--- src/rtl/risc_pkg.sv ---
// Shared constants and encodings for the RISC data-memory path.
// Widths, FSM state encoding and read/write strobe polarity.
package risc_pkg;

  localparam int DW = 8;
  localparam int AW = 4;

  typedef enum logic [1:0] {
    DM_IDLE   = 2'd0,
    DM_ACCESS = 2'd1,
    DM_DONE   = 2'd2
  } dm_state_t;

  localparam logic DM_RD = 1'b1;
  localparam logic DM_WR = 1'b0;

endpackage

--- src/rtl/risc_dmem_array.sv ---
// 2**AW x DW storage: async clear, one synchronous write port, one combinational read port.
// No control logic; the caller decides when to write and when to sample the read data.
module risc_dmem_array #(
  parameter int DW = 8,
  parameter int AW = 4
) (
  input  logic          clk,
  input  logic          rst_n,
  input  logic          we,
  input  logic [AW-1:0] waddr,
  input  logic [DW-1:0] wdata,
  input  logic [AW-1:0] raddr,
  output logic [DW-1:0] rdata
);

  localparam int DEPTH = 1 << AW;

  logic [DW-1:0] mem [DEPTH];

  always_ff @(posedge clk or negedge rst_n) begin
    if (!rst_n) begin
      for (int i = 0; i < DEPTH; i++) mem[i] <= '0;
    end else if (we) begin
      mem[waddr] <= wdata;
    end
  end

  assign rdata = mem[raddr];

endmodule

--- src/rtl/risc_dmem.sv ---
// Data-memory responder: captures a request, waits WAIT_CYC cycles, commits, then pulses dm_rdy.
// Latency WAIT_CYC+1 edges from capture to commit; requests arriving while busy are dropped.
module risc_dmem
  import risc_pkg::*;
#(
  parameter int DW       = risc_pkg::DW,
  parameter int AW       = risc_pkg::AW,
  parameter int WAIT_CYC = 1
) (
  input  logic          clk,
  input  logic          rst_n,
  input  logic          dmenbl,
  input  logic          rdwr,
  input  logic [AW-1:0] dmaddr,
  input  logic [DW-1:0] dmdatain,
  output logic [DW-1:0] dmdataout,
  output logic          dm_rdy,
  output logic          dm_busy
);

  localparam logic [3:0] WAIT_INIT = 4'(WAIT_CYC);

  dm_state_t     state, state_nxt;
  logic [3:0]    cnt;
  logic [AW-1:0] cap_addr;
  logic [DW-1:0] cap_data;
  logic          cap_rdwr;
  logic          capture;
  logic          commit;
  logic          we;
  logic [DW-1:0] rdata;

  always_comb begin
    state_nxt = state;
    capture   = 1'b0;
    commit    = 1'b0;
    case (state)
      DM_IDLE: begin
        if (dmenbl) begin
          capture   = 1'b1;
          state_nxt = DM_ACCESS;
        end
      end
      DM_ACCESS: begin
        if (cnt == 4'd0) begin
          commit    = 1'b1;
          state_nxt = DM_DONE;
        end
      end
      DM_DONE: begin
        // A request held through DONE is taken immediately (back-to-back).
        if (dmenbl) begin
          capture   = 1'b1;
          state_nxt = DM_ACCESS;
        end else begin
          state_nxt = DM_IDLE;
        end
      end
      default: state_nxt = DM_IDLE;
    endcase
  end

  always_ff @(posedge clk or negedge rst_n) begin
    if (!rst_n) begin
      state     <= DM_IDLE;
      cnt       <= '0;
      cap_addr  <= '0;
      cap_data  <= '0;
      cap_rdwr  <= 1'b0;
      dmdataout <= '0;
    end else begin
      state <= state_nxt;
      if (capture) begin
        cap_addr <= dmaddr;
        cap_data <= dmdatain;
        cap_rdwr <= rdwr;
        cnt      <= WAIT_INIT;
      end else if (state == DM_ACCESS && cnt != 4'd0) begin
        cnt <= cnt - 4'd1;
      end
      if (commit && cap_rdwr == DM_RD) dmdataout <= rdata;
    end
  end

  assign we      = commit && (cap_rdwr == DM_WR);
  assign dm_rdy  = (state == DM_DONE);
  assign dm_busy = (state == DM_ACCESS);

  risc_dmem_array #(
    .DW (DW),
    .AW (AW)
  ) u_array (
    .clk   (clk),
    .rst_n (rst_n),
    .we    (we),
    .waddr (cap_addr),
    .wdata (cap_data),
    .raddr (cap_addr),
    .rdata (rdata)
  );

endmodule

--- config.mk ---
export PLATFORM = sky130hd
export DESIGN_NAME = risc_dmem
export DESIGN_NICKNAME = d
export VERILOG_FILES = /design/src/rtl/risc_pkg.sv /design/src/rtl/risc_dmem_array.sv /design/src/rtl/risc_dmem.sv
export SDC_FILE = /design/constraint.sdc
export NUM_CORES = 1
export LEC_CHECK = 0
export CAP_MARGIN = 30
export CELL_PAD_IN_SITES_DETAIL_PLACEMENT = 0
export CELL_PAD_IN_SITES_GLOBAL_PLACEMENT = 1
export CORE_MARGIN = 5
export CORE_UTILIZATION = 47
export CTS_CLUSTER_DIAMETER = 120
export DETAILED_ROUTE_END_ITERATION = 10
export PLACE_DENSITY = 0.86
export SLEW_MARGIN = 20
export SYNTH_ARGS = -nofsm -noshare
export SYNTH_HDL_FRONTEND = slang
export SYNTH_SLANG_ARGS = --single-unit
--- constraint.sdc ---
create_clock -name clk -period 2.05 [get_ports clk]
set_input_delay 0.41 -clock clk [delete_from_list [all_inputs] [get_ports clk]]
set_output_delay 0.41 -clock clk [all_outputs]
set_load 0.005 [all_outputs]
# After elaboration in Yosys (flattened, before gate mapping)
# Index checks and enable logic that the tools add are counted.
# classes
eq_ne,4
mux,16
order_cmp,2
addsub,1
n_reduce_logical,10
bitwise_logic,2
# op_table
op,n
$bwmux 128,1
$bmux 8 s4,1
$demux 8 s4,1
$mux 8,3
$mux 4,2
$pmux 2 s3,1
$ge 5x5->1 const B,1
$lt 5x1->1 const B,1
$mux 1,5
$not 4->5,1
$logic_and 1x1->1,4
$logic_not 4->1,1
$mux 2,2
$reduce_bool 4->1,1
$sub 4x1->4 const B,1
$eq 2x1->1 const B,1
$eq 2x2->1 const B,1
$logic_not 2->1,1
$ne 2x1->1 const B,1
$ne 2x2->1 const B,1
$reduce_and 2->1,1
$reduce_bool 2->1,1
$reduce_or 2->1,1
$not 1->1,1
# word_totals
reg_bits,155
output_inout_bits,10
input_bits,16

# Logic depth before layout (Yosys ltp)
# depth
word_depth,6
ltp_mapped,7
ltp_nobuf,6

# By module
# From an unflattened synthesis, not the netlist that was laid out.
# unflattened
cells_unflattened,471
area_unflattened_um2,7068.0
# modules_own_cells
module,cells_each,n_inst,area_per_inst_um2,seq_area_each_um2
risc_dmem_array,365,1,5915.7,3203.1
risc_dmem,106,1,1152.4,675.6

# Least setup slack after synthesis
# No wires, ideal clock.
# synth_timing
kind,flip-flop to flip-flop
from,register cnt[0]
to,register u_array.mem[10] in the netlist's numbering
t_required_ns,1.925
path_stages_with_launch,8
arrival_ns,2.007
slack_ns,-0.082
setup_time_ns,0.125
path_cell_list,dfrtp_1 -> inv_1 -> ha_1 -> or3b_1 -> buf_2 -> nor4b_4 -> nand3_2 -> mux2_2
# synth_between
elab_chain_len,4
# synth_lines
element,line_no,source
from (decl),risc_dmem.sv:24,logic [3:0] cnt;
from (signal assigned),risc_dmem.sv:79,cnt <= cnt - 4'd1;
$logic_not 4->1,risc_dmem.sv:45,if (cnt == 4'd0) begin
$mux 1,risc_dmem.sv:45,
$mux 1,risc_dmem.sv:37,case (state)
$logic_and 1x1->1,risc_dmem.sv:85,assign we = commit && (cap_rdwr == DM_WR);
"to (signal, indexed assignment)",risc_dmem_array.sv:24,mem[waddr] <= wdata;
to (decl),risc_dmem_array.sv:18,logic [DW-1:0] mem [DEPTH];
# Every way passes these cells.
# A chain may end at the register's enable or synchronous reset.

# Final worst setup path
# layout_timing
from,register cnt[0]
to,register u_array.mem[63] in the netlist's numbering
# Same word-level chain as after synthesis.

==> results.md <==
- Worst setup slack for register-to-register paths: -70 ps
- Final-layout fill cell count: 1,085
- Largest net degree at the start of global routing: 73
- Maximum Capacitance Violations: 0
- Post-synth top area share: 55.82%
- Max Clock Skew: 8.256 ps
- Yosys warning total: 0
- Largest area contributor in the synthesized netlist: dfrtp_1
- Top layer used by detailed routing: met4
- TritonCTS clock tree: done
- Length of routed met3 wiring: 665 um
- Via density per instance: 5.749
- Clock-pin slew reported for the worst setup and hold paths after clock tree synthesis: 60 ps
- Register cell area after layout: 0.003880 sq mm
- Register area share after synthesis: a little under three fifths
- Total number of nets in the final design: 551
- GRT Util Overall: 18.97%
- Leakage: 4.193 nW
- First-pass GRT wire length: 25,400 um
- Number of library cell types mapped by synthesis: 34
- Rel. slew slack: 52.71%
- Final Power: 12.05 mW
- Buffer levels on the longest clock path: 2
- N_diodes: 0
- Root buf cell: clkbuf_16
- Number of synthesized flops with an enable pin: 0
- Worst path max stage delay: 430 ps
- Top_reg_cell synth: dfrtp_1
- Total number of placement rows: 44
- Fraction of the cycle the final worst path needs: 103.2%
- Data required time of the worst path: 2350 ps
- Critical path class: reg -> reg
- Mapped cell area: 0.006949 sq mm
- Library cell appearing most often on the critical path: buf_6
- Area growth from synthesis to layout: 23.42%
- Number of buffers created by CTS: 17
- Buffers and inverters on the worst path: 4
- Fraction of layout instances using a drive strength above 1: 49.17%
- Worst skew pair latency: 420 ps
- Area of the core region: around 0.015 sq mm
- Post-route setup TNS: -1546 ps
- Via count of the first global-routing pass: 4,410
- Fin. Hold Viols: 0
- Number of port buffers: 25
- Maximum level of the CTS H-tree: 4
- Final Max Slew Viols: 0
- Most used cells in the layout excluding fill and tap cells: dfrtp_1, mux2_2, nand2_1
- Multi-input gate area in the final layout: 0.003093 sq mm
- Average wire per standard cell: between 20 and 25 um
- Count of unresolved DRC violations after routing: 0
- Top delay family on crit path: simple AND/OR/NAND/NOR gates
- Total half-perimeter wirelength after legalization and detailed placement: 9929 um
- Routed length on met1: 7122 um
- Number of top-level pins: 26
- Minimum clock period: 2116 ps
- Worst min-delay path category: in -> async
- Slowest cell on the critical path: or3b_4
- Element type at the critical path end: flip-flop
- Syn Area/Cell: 14.91 sq um
- Vias post-DR: 4,191
- Startpoint types: flip-flop
- Initial core utilization: 47.81%
- Worst slew pin tran: 709.3 ps
- Remaining antenna violation count after routing: 0
- Crit path arrival time: 2420 ps
- Routed wl met2: 7695 um
- Overall overflow remaining after global route: 0
- CP max FO: 8
- Width of the die: 131.6 um
- Final worst slack: -66.26 ps
- Most common library cell in the layout ignoring fill and taps: dfrtp_1
- Setup-failing EPs final: 40
- Total Die Area: 0.01732 sq mm
- Total nets after synthesis: 484
- Worst voltage drop across the vdd grid: 0.6866 mV
- Worst-case hold slack: 424.1 ps
- Async set-reset flop share out of synthesis: 100.0%
- Failing checks: setup timing
- Unrepaired setup endpoints after global routing: yes
- DRC violation total after the first TritonRoute iteration: approximately 270
- Run status: finished, violations left
- Number of antenna violations at the first check in global routing: 0
- Clock sinks: 155
- Total wire length after detailed routing: 15,810 um
- Post-synthesis cell count: 466
- Cell breakdown of the critical path: inv_2 -> ha_4 -> or3b_4 -> buf_6 -> nor2_4 -> buf_6 -> nand3_2 -> buf_12 -> mux2_2
- Area contributors post-synth: dfrtp_1, mux2_2, mux4_2
- Peak Freq: 0.4725 GHz
- FF+latch count, synth: 155
- Routability cong.: between 0.8 and 0.9
- Number of detailed-routing iterations run before antenna repair: 4
- Power density over the cells: around 1400 mW/mm^2
- Die H: between 100 and 150 um
## repair_timing
| item | in CTS | in global routing |
|---|---|---|
| pin swaps | 1 | 6 |
| endpoints found under the hold margin | 23 | 0 |
| endpoints found under the setup margin | 125 | 133 |
| resized for setup | 20 | 17 |
| setup buffers | 8 | 4 |
| hold buffers | 1 | 0 |
## Yosys cell counts (2+ instances only)
library cell,instances
nand3_1,3
inv_1,3
nor2_1,6
clkbuf_1,20
dfrtp_1,155
mux4_2,32
xor2_1,2
ha_1,2
mux2_2,128
and2_1,2
nand2_1,43
nand3_2,5
nor2b_1,5
buf_1,2
buf_2,5
a21o_1,8
mux2i_1,16
nand2_2,6
o22ai_1,8
## sequential cells by signal, summed over array words and instances (netlist names)
register,count
u_array.mem,128
cap_rdwr,1
dmdataout,8
cap_data,8
state,2
cnt,4
cap_addr,4
## cell families after synthesis
family / Yosys count / synth area share [%]
adders and majority gates: 2 / 0.3600
buffers and inverters: 30 / 1.710
AOI/OAI and AO/OA: 18 / 1.765
and+or+nand+nor: 82 / 6.554
DFF: 155 / 55.82
xor gates and xnor gates: 3 / 0.3782
muxes: 176 / 33.42
## cell type report
cell class              instances  area share, %
flip-flops and latches        155          45.24
well taps                     184          2.684
inverters                       3         0.1313
clock inverters                10          1.371
clock buffers                  21          5.485
multi-input cells             281          36.06
repair buffers                 75          9.030
## per-layer routing
layer | track usage (%) | vias up
met5 | 0 | -
met4 | 6.457 | 0
met3 | 4.817 | 22
met2 | 29.18 | 105
met1 | 26.51 | 2224
li1 | - | 1840
## report_power, final
part	leakage [nW]	switching, mW	internal [mW]	total [mW]
sequential	2.11	0.957	4.07	5.03
clock	0.277	1.21	1.88	3.09
combinational	1.81	1.71	2.23	3.93
## worst reg2reg max path, delay by kind of cell, from the launching register on
kind / cells / cell delay, ps
simple gates: 3 / 630
buf+inv: 4 / 560
flops: 1 / 400
mux: 1 / 270
fa+ha+maj: 1 / 130
## stage by stage
stage	instance area, sq um	instances	worst slack (ps)	util (%)
after global placement	7702	685	-114.4	53.00
final	8577	729	-66.26	59.01
after CTS	8449	725	-39.44	58.14
after floorplan	6949	466	-44.31	-
after global routing	8577	729	-157.5	59.01
after detailed placement	7702	685	-167.2	53.00
## path summary, 6_finish.rpt
check | from | to | depth (start not counted)
setup / recovery | cnt[0] | u_array.mem[63] | 9
hold / removal | rst_n | u_array.mem[47] | 2
setup reg to reg | cnt[0] | u_array.mem[63] | 9
min in group clk | dmdataout[0] | dmdataout[0] | 1
hold reg to reg | dmdataout[0] | dmdataout[0] | 1
max in group asynchronous | rst_n | u_array.mem[27] | 3
Note: power is estimated with default switching activity, not from simulation.
